### config.mk
export PLATFORM = sky130hd
export DESIGN_NAME = apb_master_bridge
export DESIGN_NICKNAME = d
export VERILOG_FILES = /design/src/rtl/apb_master_bridge.sv
export SDC_FILE = /design/constraint.sdc
export NUM_CORES = 1
export LEC_CHECK = 0
export CELL_PAD_IN_SITES_DETAIL_PLACEMENT = 0
export CELL_PAD_IN_SITES_GLOBAL_PLACEMENT = 1
export CORE_MARGIN = 2
export CORE_UTILIZATION = 32
export DETAILED_ROUTE_END_ITERATION = 7
export GPL_TIMING_DRIVEN = 1
export PLACE_DENSITY = 0.89
export SLEW_MARGIN = 20
export SYNTH_ARGS = -nofsm -noshare
export SYNTH_HDL_FRONTEND = slang
export SYNTH_SLANG_ARGS = --single-unit
export TNS_END_PERCENT = 1
### constraint.sdc
create_clock -name PCLK -period 3.65 [get_ports PCLK]
set_input_delay 0.365 -clock PCLK [delete_from_list [all_inputs] [get_ports PCLK]]
set_output_delay 0.365 -clock PCLK [all_outputs]
set_load 0.01 [all_outputs]
### src/rtl/apb_master_bridge.sv
// APB requester: valid/ready command port in, two-phase APB transfer out, one-cycle response pulse.
// Optional wait-state timeout is enabled by defining APB_MASTER_TIMEOUT_EN.
module apb_master_bridge #(
    parameter int ADDR_WIDTH     = 32,
    parameter int DATA_WIDTH     = 32,
    parameter int TIMEOUT_CYCLES = 16
) (
    input  logic                      PCLK,
    input  logic                      PRESETn,
    input  logic                      req_valid,
    output logic                      req_ready,
    input  logic                      req_write,
    input  logic [ADDR_WIDTH-1:0]     req_addr,
    input  logic [DATA_WIDTH-1:0]     req_wdata,
    input  logic [DATA_WIDTH/8-1:0]   req_strb,
    input  logic [2:0]                req_prot,
    output logic                      rsp_valid,
    output logic [DATA_WIDTH-1:0]     rsp_rdata,
    output logic                      rsp_err,
    output logic [3:0]                PSEL,
    output logic                      PENABLE,
    output logic                      PWRITE,
    output logic [ADDR_WIDTH-1:0]     PADDR,
    output logic [DATA_WIDTH-1:0]     PWDATA,
    output logic [DATA_WIDTH/8-1:0]   PSTRB,
    output logic [2:0]                PPROT,
    input  logic                      PREADY,
    input  logic [DATA_WIDTH-1:0]     PRDATA,
    input  logic                      PSLVERR
);
    localparam int PSTRB_WIDTH = DATA_WIDTH / 8;

    localparam logic [1:0] S_IDLE   = 2'd0;
    localparam logic [1:0] S_SETUP  = 2'd1;
    localparam logic [1:0] S_ACCESS = 2'd2;

    if (TIMEOUT_CYCLES < 1 || ADDR_WIDTH < 2 || DATA_WIDTH % 8 != 0) begin : g_bad_cfg
        $error("apb_master_bridge: invalid parameter set");
    end

    logic [1:0]             r_state;
    logic                   r_ready;
    logic [3:0]             r_psel;
    logic                   r_penable;
    logic                   r_pwrite;
    logic [ADDR_WIDTH-1:0]  r_paddr;
    logic [DATA_WIDTH-1:0]  r_pwdata;
    logic [PSTRB_WIDTH-1:0] r_pstrb;
    logic [2:0]             r_pprot;
    logic                   r_rsp_valid;
    logic [DATA_WIDTH-1:0]  r_rsp_rdata;
    logic                   r_rsp_err;
    logic [3:0]             w_sel_dec;

    // Top two address bits pick one of four slaves.
    assign w_sel_dec = 4'b0001 << req_addr[ADDR_WIDTH-1 -: 2];

`ifdef APB_MASTER_TIMEOUT_EN
    localparam int CNT_W = $clog2(TIMEOUT_CYCLES + 1);
    logic [CNT_W-1:0] r_cnt;
`endif

    always_ff @(posedge PCLK or negedge PRESETn) begin
        if (!PRESETn) begin
            r_state     <= S_IDLE;
            r_ready     <= 1'b1;
            r_psel      <= '0;
            r_penable   <= 1'b0;
            r_pwrite    <= 1'b0;
            r_paddr     <= '0;
            r_pwdata    <= '0;
            r_pstrb     <= '0;
            r_pprot     <= '0;
            r_rsp_valid <= 1'b0;
            r_rsp_rdata <= '0;
            r_rsp_err   <= 1'b0;
`ifdef APB_MASTER_TIMEOUT_EN
            r_cnt       <= '0;
`endif
        end else begin
            r_rsp_valid <= 1'b0;
            case (r_state)
                S_IDLE: begin
                    if (req_valid) begin
                        r_pwrite <= req_write;
                        r_paddr  <= req_addr;
                        r_pprot  <= req_prot;
                        r_psel   <= w_sel_dec;
                        r_ready  <= 1'b0;
                        r_state  <= S_SETUP;
                        // Reads leave PWDATA at its previous value.
                        if (req_write) begin
                            r_pwdata <= req_wdata;
                            r_pstrb  <= req_strb;
                        end else begin
                            r_pstrb  <= '0;
                        end
                    end
                end
                S_SETUP: begin
                    r_penable <= 1'b1;
                    r_state   <= S_ACCESS;
`ifdef APB_MASTER_TIMEOUT_EN
                    r_cnt     <= '0;
`endif
                end
                S_ACCESS: begin
                    if (PREADY) begin
                        r_rsp_valid <= 1'b1;
                        r_rsp_err   <= PSLVERR;
                        r_rsp_rdata <= (!r_pwrite && !PSLVERR) ? PRDATA : '0;
                        r_psel      <= '0;
                        r_penable   <= 1'b0;
                        r_ready     <= 1'b1;
                        r_state     <= S_IDLE;
                    end
`ifdef APB_MASTER_TIMEOUT_EN
                    // This wait cycle would bring the count to the limit: abort.
                    else if (r_cnt == CNT_W'(TIMEOUT_CYCLES - 1)) begin
                        r_rsp_valid <= 1'b1;
                        r_rsp_err   <= 1'b1;
                        r_rsp_rdata <= '0;
                        r_psel      <= '0;
                        r_penable   <= 1'b0;
                        r_ready     <= 1'b1;
                        r_state     <= S_IDLE;
                    end else begin
                        r_cnt <= r_cnt + 1'b1;
                    end
`endif
                end
                default: begin
                    r_state   <= S_IDLE;
                    r_psel    <= '0;
                    r_penable <= 1'b0;
                    r_ready   <= 1'b1;
                end
            endcase
        end
    end

    assign req_ready = r_ready;
    assign PSEL      = r_psel;
    assign PENABLE   = r_penable;
    assign PWRITE    = r_pwrite;
    assign PADDR     = r_paddr;
    assign PWDATA    = r_pwdata;
    assign PSTRB     = r_pstrb;
    assign PPROT     = r_pprot;
    assign rsp_valid = r_rsp_valid;
    assign rsp_rdata = r_rsp_rdata;
    assign rsp_err   = r_rsp_err;

endmodule

==> results of run 1 <==
-- final cells by class --
type                       count  area (µm²)
fill                        1125        5930
clock buffer                  22         474
inverter                       3        16.3
timing repair buffer         225        2240
multi-input combinational    259        1370
tap                          176         220
sequential                   114        2850
clock inverter                10         203
-- metal layers --
metal | wire length (µm) | part of all wire [%] | GRT usage, %
met1 | 4760 | 41 | 19.0
met2 | 5740 | 49 | 27.0
met3 | 943 | 8.0 | 5.92
met4 | 297 | 2.5 | 7.70
met5 | 0 | 0 | 0
-- registers in the layout, summed over array words and instances, names as in the netlist, 2 cells and up --
signal	count
PPROT	3
PWDATA	32
rsp_rdata	32
PSEL	4
PADDR	32
PSTRB	4
r_state	2
-- worst max-delay path by stage --
stage / end / slack, ns
2_1_floorplan: PWDATA[26] / 1.79
4_1_cts: PWDATA[3] / 1.30
3_5_place_dp: PWDATA[3] / 0.98
5_1_grt: PWDATA[3] / 1.19
3_3_place_gp: PWDATA[31] / 1.04
6_report: PWDATA[3] / 1.32
-- critical path, delay by kind of cell, from the launching register on --
family                 cells  cell delay, ns
buffers and inverters      1            0.24
DFF                        1            0.48
muxes                      1            0.39
and+or+nand+nor            2            1.08
-- per-stage QoR --
step	instance area, µm²	power (mW)	utilization (%)	cells
3_5_place_dp	6690	4.69	50.3	777
4_1_cts	7370	6.61	55.4	809
5_1_grt	7370	6.90	55.4	809
6_report	7370	6.51	55.4	809
3_3_place_gp	6690	4.61	50.3	777
2_1_floorplan	4380	3.17	-	400
-- cell usage after synthesis, drive strengths merged --
cell type	n
nand2	170
dfrtp	113
mux2	37
o21ai	33
clkbuf	18
buf	6
a22o	4
inv	3
a21o	2
nor2	2
nor4b	2
a21oi	1
and2	1
dfstp	1
nand3b	1
nor3	1
nor4	1
nor4bb	1
o21a	1
o22a	1
or3b	1
-- cells by family after synthesis --
family | share of synthesized area, %
AO/OA/AOI/OAI | 5.39
buffers and inverters | 3.82
flip-flops | 65.1
multiplexers | 9.50
AND/OR/NAND/NOR | 16.2
-- power by group through the flow --
stage	Sequential [mW]	Clock [mW]	Combinational, mW
3_3_place_gp	2.19	0	2.42
2_1_floorplan	2.45	0	0.724
6_report	2.20	1.88	2.44
3_5_place_dp	2.22	0	2.48
5_1_grt	2.28	1.98	2.65
4_1_cts	2.21	1.91	2.48
==> results.sh, run 1 <==
export IMPL_post_cts_resized=0
export IMPL_wl_um=11700
export IMPL_drtIter0Drc=157
export IMPL_layout_drive_gt1_share_pct=8.37
export IMPL_p_sw_share_pct=29.4
export IMPL_synthTopCellsByArea="dfrtp_1, nand2_1, mux2_1"
export IMPL_areaGrowthSynthToFinish_pct=68.1
export IMPL_core_um2=13300
export IMPL_track_usage_pct=16.4
export IMPL_mostFrequentLayoutCells="clkdlybuf4s50_1, nand2_1, dfrtp_1, o21ai_0, mux2_1"
export IMPL_fmax_mhz=430
export IMPL_rows=42
export IMPL_drv_slew=0
export IMPL_vias=3619
export IMPL_cts_buffers_inserted=17
export IMPL_dp_hpwl_um=8590
export IMPL_reg2reg_from="r_state[0]"
export IMPL_die_y_um=121
export IMPL_crit_fanout=37
export IMPL_ys_seq_elements=114
export IMPL_cts_tree="yes"
export IMPL_reg2reg_depth=4
export IMPL_wire_per_inst_um=14.5
export IMPL_cp_slowest_cell="or3b_2"
export IMPL_reg2reg_slack_ns=1.32
export IMPL_setup_violations=0
export IMPL_grt_overflow=0
export IMPL_combPwrFrac_pct=37.4
export IMPL_crit_start="r_state[0]"
export IMPL_leakage_nw=3.29
export IMPL_p_sw_mw=1.91
export IMPL_end_kind="flip-flop"
export IMPL_seqPwrFrac_pct=33.7
export IMPL_dieArea_um2=14700
export IMPL_ctsHtreeMaxLevel=4
export IMPL_synth_top_area_share_pct=64.5
export IMPL_skew_ns=0.00460
export IMPL_postCtsSetupBuffers=0
export IMPL_p_clk_share_pct=28.8
export IMPL_die_w_um=121
export IMPL_hold_viol=0
export IMPL_setup_tns_final_ns=0
export IMPL_path_cells="or3b_2 -> inv_6 -> and2_4 -> mux2_2"
export IMPL_required_ns=3.95
export IMPL_port_buffer_count=220
export IMPL_worstPathArrival_ns=2.62
export IMPL_syn_num_nets=509
export IMPL_netlist_instances=400
export IMPL_clock_path_buffers=2
export IMPL_dp_slack_ns=0.981
export IMPL_syn_area_um2=4380
export IMPL_worst_skew_pair_late_latency_ns=0.41
export IMPL_synth_cell_types=25
export IMPL_fin_crit_ns=2.33
export IMPL_status="finished clean"
export IMPL_grt_pass1_vias=3684
export IMPL_grt_max_degree=75
export IMPL_rsz0062_at_grt="no"
export IMPL_criticalPathCategory="flip-flop to flip-flop"
export IMPL_start_kind="flip-flop"
export IMPL_start_util_pct=33.0
export IMPL_yosys_warnings=0
export IMPL_nets=729
export IMPL_hold_slack_ns=0.0766
export IMPL_setup_slack_ns=1.32
export IMPL_drcViolationCount=0
export IMPL_pin_count=221
export IMPL_diodes=0
export IMPL_avgViaCountPerCell=4.47
export IMPL_clockRootBuffer="clkbuf_16"
export IMPL_max_slew_margin_pct=38.7
export IMPL_synth_top_area_cell="dfrtp_1"
export IMPL_syn_area_per_cell_um2=11.0
export IMPL_ant_nets=0
export IMPL_grt_pass1_wl_um=18400
export IMPL_powerDensity_nw_per_um2=884
export IMPL_hold_class="input port to asynchronous set/reset pin"
export IMPL_vdd_drop_max_v=0.000351
export IMPL_mostFrequentLayoutCell="clkdlybuf4s50_1"
export IMPL_r2r_end="PWDATA[3]"
export IMPL_antenna_found_initial=0
export IMPL_slowest_delay_ns=0.57
export IMPL_worstMarginPinSlew_ns=0.920
export IMPL_fin_crit_sh_pct=63.8
export IMPL_gp_congestion=0.759
export IMPL_firstDrtPassIters=4
export IMPL_drv_cap=0
export IMPL_cts_hold_buf=0
export IMPL_synth_seq_area_share_pct=65.1
export IMPL_cts_sinks=114
export IMPL_path_clk_slew_ns=0.05
export IMPL_p_int_mw=4.60
Note: power is estimated with default switching activity, not from simulation.
==> run 2: changes to the inputs <==
Settings changed: CORE_UTILIZATION 32 to 27, PLACE_DENSITY 0.89 to 0.8.
Clock period 3.65 ns to 1.95 ns, I/O delays scaled along.
==> results.sh, run 2 (synthesized netlist as in run 1, its figures left out) <==
export IMPL_status="finished clean"
export IMPL_crit_fanout=9
export IMPL_setup_tns_final_ns=0
export IMPL_crit_family="simple AND/OR/NAND/NOR gates"
export IMPL_dp_slack_ns=-0.146
export IMPL_worstMarginPinSlew_ns=0.425
export IMPL_postCtsSetupBuffers=0
export IMPL_fin_crit_sh_pct=91.3
export IMPL_start_util_pct=27.6
export IMPL_combPwrFrac_pct=39.2
export IMPL_path_buf_inv=2
export IMPL_post_cts_resized=0
export IMPL_mostFrequentLayoutCell="clkdlybuf4s50_1"
export IMPL_firstDrtPassIters=4
export IMPL_grt_max_degree=68
export IMPL_criticalPathCategory="flip-flop to flip-flop"
export IMPL_path_cells="or3b_2 -> inv_6 -> and2_4 -> buf_4 -> mux2_1"
export IMPL_wire_per_inst_um=14.0
export IMPL_end_kind="flip-flop"
export IMPL_cts_hold_buf=1
export IMPL_drtIter0Drc=138
export IMPL_vias=3613
export IMPL_worstPathArrival_ns=2.06
export IMPL_rsz0062_at_grt="no"
export IMPL_fin_util_pct=47.2
export IMPL_diodes=0
export IMPL_cts_sinks=114
export IMPL_core_um2=15900
export IMPL_p_sw_share_pct=30.1
export IMPL_wl_um=12000
export IMPL_start_kind="flip-flop"
export IMPL_nets=740
export IMPL_cp_slowest_cell="or3b_2"
export IMPL_grt_overflow=0
export IMPL_reg2reg_slack_ns=0.17
export IMPL_clock_path_buffers=2
export IMPL_dieArea_um2=17300
export IMPL_dp_hpwl_um=9020
export IMPL_pin_count=221
export IMPL_powerDensity_nw_per_um2=1610
export IMPL_avgViaCountPerCell=4.20
export IMPL_p_int_mw=8.42
export IMPL_grt_pass1_vias=3801
export IMPL_layout_drive_gt1_share_pct=9.94
export IMPL_cts_buffers_inserted=17
export IMPL_mostFrequentLayoutCells="clkdlybuf4s50_1, nand2_1, dfrtp_1, o21ai_0, mux2_1"
export IMPL_track_usage_pct=14.5
export IMPL_die_y_um=131
export IMPL_fmax_mhz=561
export IMPL_drcViolationCount=0
export IMPL_leakage_nw=3.33
export IMPL_clockRootBuffer="clkbuf_16"
export IMPL_setup_slack_ns=0.169
export IMPL_drv_slew=0
export IMPL_worst_skew_pair_late_latency_ns=0.40
export IMPL_gp_congestion=0.733
export IMPL_hold_class="input port to asynchronous set/reset pin"
export IMPL_ctsHtreeMaxLevel=4
export IMPL_cts_tree="yes"
export IMPL_skew_ns=0.0100
export IMPL_setup_violations=0
export IMPL_hold_viol=0
export IMPL_seqPwrFrac_pct=34.0
export IMPL_areaGrowthSynthToFinish_pct=71.1
export IMPL_vdd_drop_max_v=0.000680
export IMPL_antenna_found_initial=0
export IMPL_p_sw_mw=3.62
export IMPL_slowest_delay_ns=0.53
export IMPL_rows=46
export IMPL_p_clk_share_pct=26.8
export IMPL_port_buffer_count=220
export IMPL_die_w_um=131
export IMPL_required_ns=2.23
export IMPL_drv_cap=0
export IMPL_max_slew_margin_pct=71.6
export IMPL_grt_pass1_wl_um=19800
export IMPL_path_clk_slew_ns=0.05
export IMPL_ant_nets=0
export IMPL_fin_crit_ns=1.78
[run 2: worst reg2reg max path: cells and delay by family (launching register included)]
kind | cells | cell delay (ns)
buffers and inverters | 2 | 0.26
DFF | 1 | 0.37
muxes | 1 | 0.34
and+or+nand+nor | 2 | 0.70
[run 2: path summary, 6_finish.rpt]
path / from / end / depth (start not counted)
worst max-delay path: r_state[0] / PWDATA[11] / 5
worst min register to register: PADDR[30] / PADDR[30] / 2
max in group asynchronous: PRESETn / PADDR[15] / 3
worst min-delay path: PRESETn / rsp_rdata[20] / 2
min in group PCLK: req_addr[25] / PADDR[25] / 3
worst max register to register: r_state[0] / PWDATA[11] / 5
[run 2: final cells by class]
cell class                 count  area (µm²)
clock inverter                 8         123
tap                          216         270
sequential                   114        2850
timing repair buffer         236        2360
clock buffer                  24         512
fill                        1467        8390
multi-input combinational    259        1370
inverter                       3        16.3
[run 2: per-stage QoR]
stage / hold WS (ns) / total power [mW] / cell area [µm²] / instances
floorplan: -0.101 / 5.94 / 4380 / 400
global placement: 0.156 / 8.80 / 6860 / 827
detailed placement: 0.162 / 8.94 / 6860 / 827
CTS: 0.274 / 12.2 / 7500 / 860
global route: 0.316 / 12.8 / 7500 / 860
finish: 0.279 / 12.0 / 7500 / 860
[run 2: power by group through the flow]
stage               Sequential, mW  Clock [mW]  Combinational [mW]
detailed placement            4.13           0                4.81
floorplan                     4.58           0                1.36
global route                  4.24        3.44                5.13
global placement              4.10           0                4.69
CTS                           4.11        3.31                4.82
finish                        4.09        3.23                4.72
[run 2: metal layers]
layer | track usage [%] | wire length [µm] | up-vias
met5 | 0 | 0 | -
met3 | 5.09 | 771 | 17
met1 | 17.4 | 5030 | 1704
li1 | - | - | 1757
met2 | 23.6 | 5990 | 135
met4 | 5.98 | 239 | 0
==> run 3: changes to the inputs <==
Settings changed: CTS_BUF_LIST from default to sky130_fd_sc_hd__clkbuf_8 sky130_fd_sc_hd__clkbuf_16, CTS_CLUSTER_DIAMETER from default to 50.
==> results.sh, run 3 (synthesized netlist as in run 1, its figures left out) <==
export IMPL_setup_violations=0
export IMPL_fin_crit_sh_pct=91.3
export IMPL_criticalPathCategory="flip-flop to flip-flop"
export IMPL_gp_congestion=0.733
export IMPL_drcViolationCount=0
export IMPL_end_kind="flip-flop"
export IMPL_fin_crit_ns=1.78
export IMPL_mostFrequentLayoutCell="clkdlybuf4s50_1"
export IMPL_postCtsSetupBuffers=0
export IMPL_start_kind="flip-flop"
export IMPL_rows=46
export IMPL_avgViaCountPerCell=4.20
export IMPL_wire_per_inst_um=14.0
export IMPL_areaGrowthSynthToFinish_pct=71.1
export IMPL_ant_nets=0
export IMPL_postLayoutCellArea_um2=7500
export IMPL_worstMarginPinSlew_ns=0.425
export IMPL_die_w_um=131
export IMPL_die_y_um=131
export IMPL_p_total_mw=12.0
export IMPL_placed_cells=827
export IMPL_drv_cap=0
export IMPL_seqPwrFrac_pct=34.0
export IMPL_drv_slew=0
export IMPL_combPwrFrac_pct=39.2
export IMPL_hold_slack_ns=0.279
export IMPL_crit_fanout=9
export IMPL_firstDrtPassIters=4
export IMPL_grt_overflow=0
export IMPL_clockRootBuffer="clkbuf_16"
export IMPL_p_int_mw=8.41
export IMPL_p_sw_mw=3.62
export IMPL_grt_pass1_vias=3801
export IMPL_wl_um=12000
export IMPL_clock_path_buffers=2
export IMPL_nets=740
export IMPL_dieArea_um2=17300
export IMPL_start_util_pct=27.6
export IMPL_max_slew_margin_pct=71.6
export IMPL_skew_ns=0.0100
export IMPL_hold_viol=0
export IMPL_path_clk_slew_ns=0.05
export IMPL_post_cts_resized=0
export IMPL_powerDensity_nw_per_um2=1610
export IMPL_dp_hpwl_um=9020
export IMPL_p_clk_share_pct=26.8
export IMPL_worst_skew_pair_late_latency_ns=0.40
export IMPL_port_buffer_count=220
export IMPL_worstPathArrival_ns=2.06
export IMPL_ctsHtreeMaxLevel=4
export IMPL_cts_buffers_inserted=17
export IMPL_leakage_nw=3.34
export IMPL_cts_tree="yes"
export IMPL_pin_count=221
export IMPL_grt_max_degree=68
export IMPL_regArea_um2=2850
export IMPL_final_cells=860
export IMPL_core_um2=15900
export IMPL_fmax_mhz=561
export IMPL_grt_pass1_wl_um=19800
export IMPL_mostFrequentLayoutCells="clkdlybuf4s50_1, nand2_1, dfrtp_1, o21ai_0, mux2_1"
export IMPL_dpl_cell_area_um2=6860
export IMPL_status="finished clean"
export IMPL_diodes=0
export IMPL_layout_drive_gt1_share_pct=9.94
export IMPL_drtIter0Drc=138
export IMPL_antenna_found_initial=0
export IMPL_fin_util_pct=47.2
export IMPL_cts_hold_buf=1
export IMPL_cts_sinks=114
export IMPL_hold_class="input port to asynchronous set/reset pin"
export IMPL_track_usage_pct=14.5
export IMPL_p_sw_share_pct=30.1
export IMPL_multi_input_area_um2=1370
export IMPL_rsz0062_at_grt="no"
export IMPL_vdd_drop_max_v=0.000680
export IMPL_n_fill_cell=1467
export IMPL_required_ns=2.23
export IMPL_vias=3610
## run 3: final timing paths
path	startpoint	endpoint	slack, ns	cells after the start
setup reg to reg	r_state[0]	PWDATA[11]	0.17	5
max in group asynchronous	PRESETn	PADDR[15]	0.95	3
setup / recovery	r_state[0]	PWDATA[11]	0.17	5
min in group PCLK	req_addr[25]	PADDR[25]	0.32	3
hold reg to reg	PADDR[30]	PADDR[30]	0.47	2
hold / removal	PRESETn	rsp_rdata[20]	0.28	2
## run 3: critical path: stages, from the launching register on
cell and delay [ns]:
dfrtp_1 0.37, or3b_2 0.53, inv_6 0.08, and2_4 0.17, buf_4 0.18, mux2_1 0.34
## run 3: layer usage
layer  GRT usage [%]  share of wire [%]  wire (µm)
met4            5.98                2.0        239
met2            23.6                 50       5990
met1            17.4                 42       5030
met3            5.09                6.4        771
met5               0                  0          0
## run 3: final cells by class
type | instances | area share, %
Sequential cell | 114 | 38.1
Timing Repair Buffer | 236 | 31.5
Multi-Input combinational cell | 259 | 18.2
Clock buffer | 23 | 6.77
Tap cell | 216 | 3.60
Clock inverter | 9 | 1.69
Inverter | 3 | 0.217
## run 3: power groups by stage
| stage | clock (mW) | combinational, mW | sequential [mW] |
|---|---|---|---|
| final | 3.22 | 4.72 | 4.09 |
| after global routing | 3.44 | 5.13 | 4.24 |
| after CTS | 3.31 | 4.82 | 4.11 |
| after detailed placement | 0 | 4.81 | 4.13 |
| after global placement | 0 | 4.69 | 4.10 |
| after floorplan | 0 | 1.36 | 4.58 |
## run 3: metrics by stage
| step | setup TNS, ns | setup WS [ns] |
|---|---|---|
| finish | 0 | 0.169 |
| CTS | 0 | 0.144 |
| global route | 0 | 0.105 |
| detailed placement | -4.50 | -0.146 |
| floorplan | 0 | 0.0899 |
| global placement | -4.27 | -0.138 |
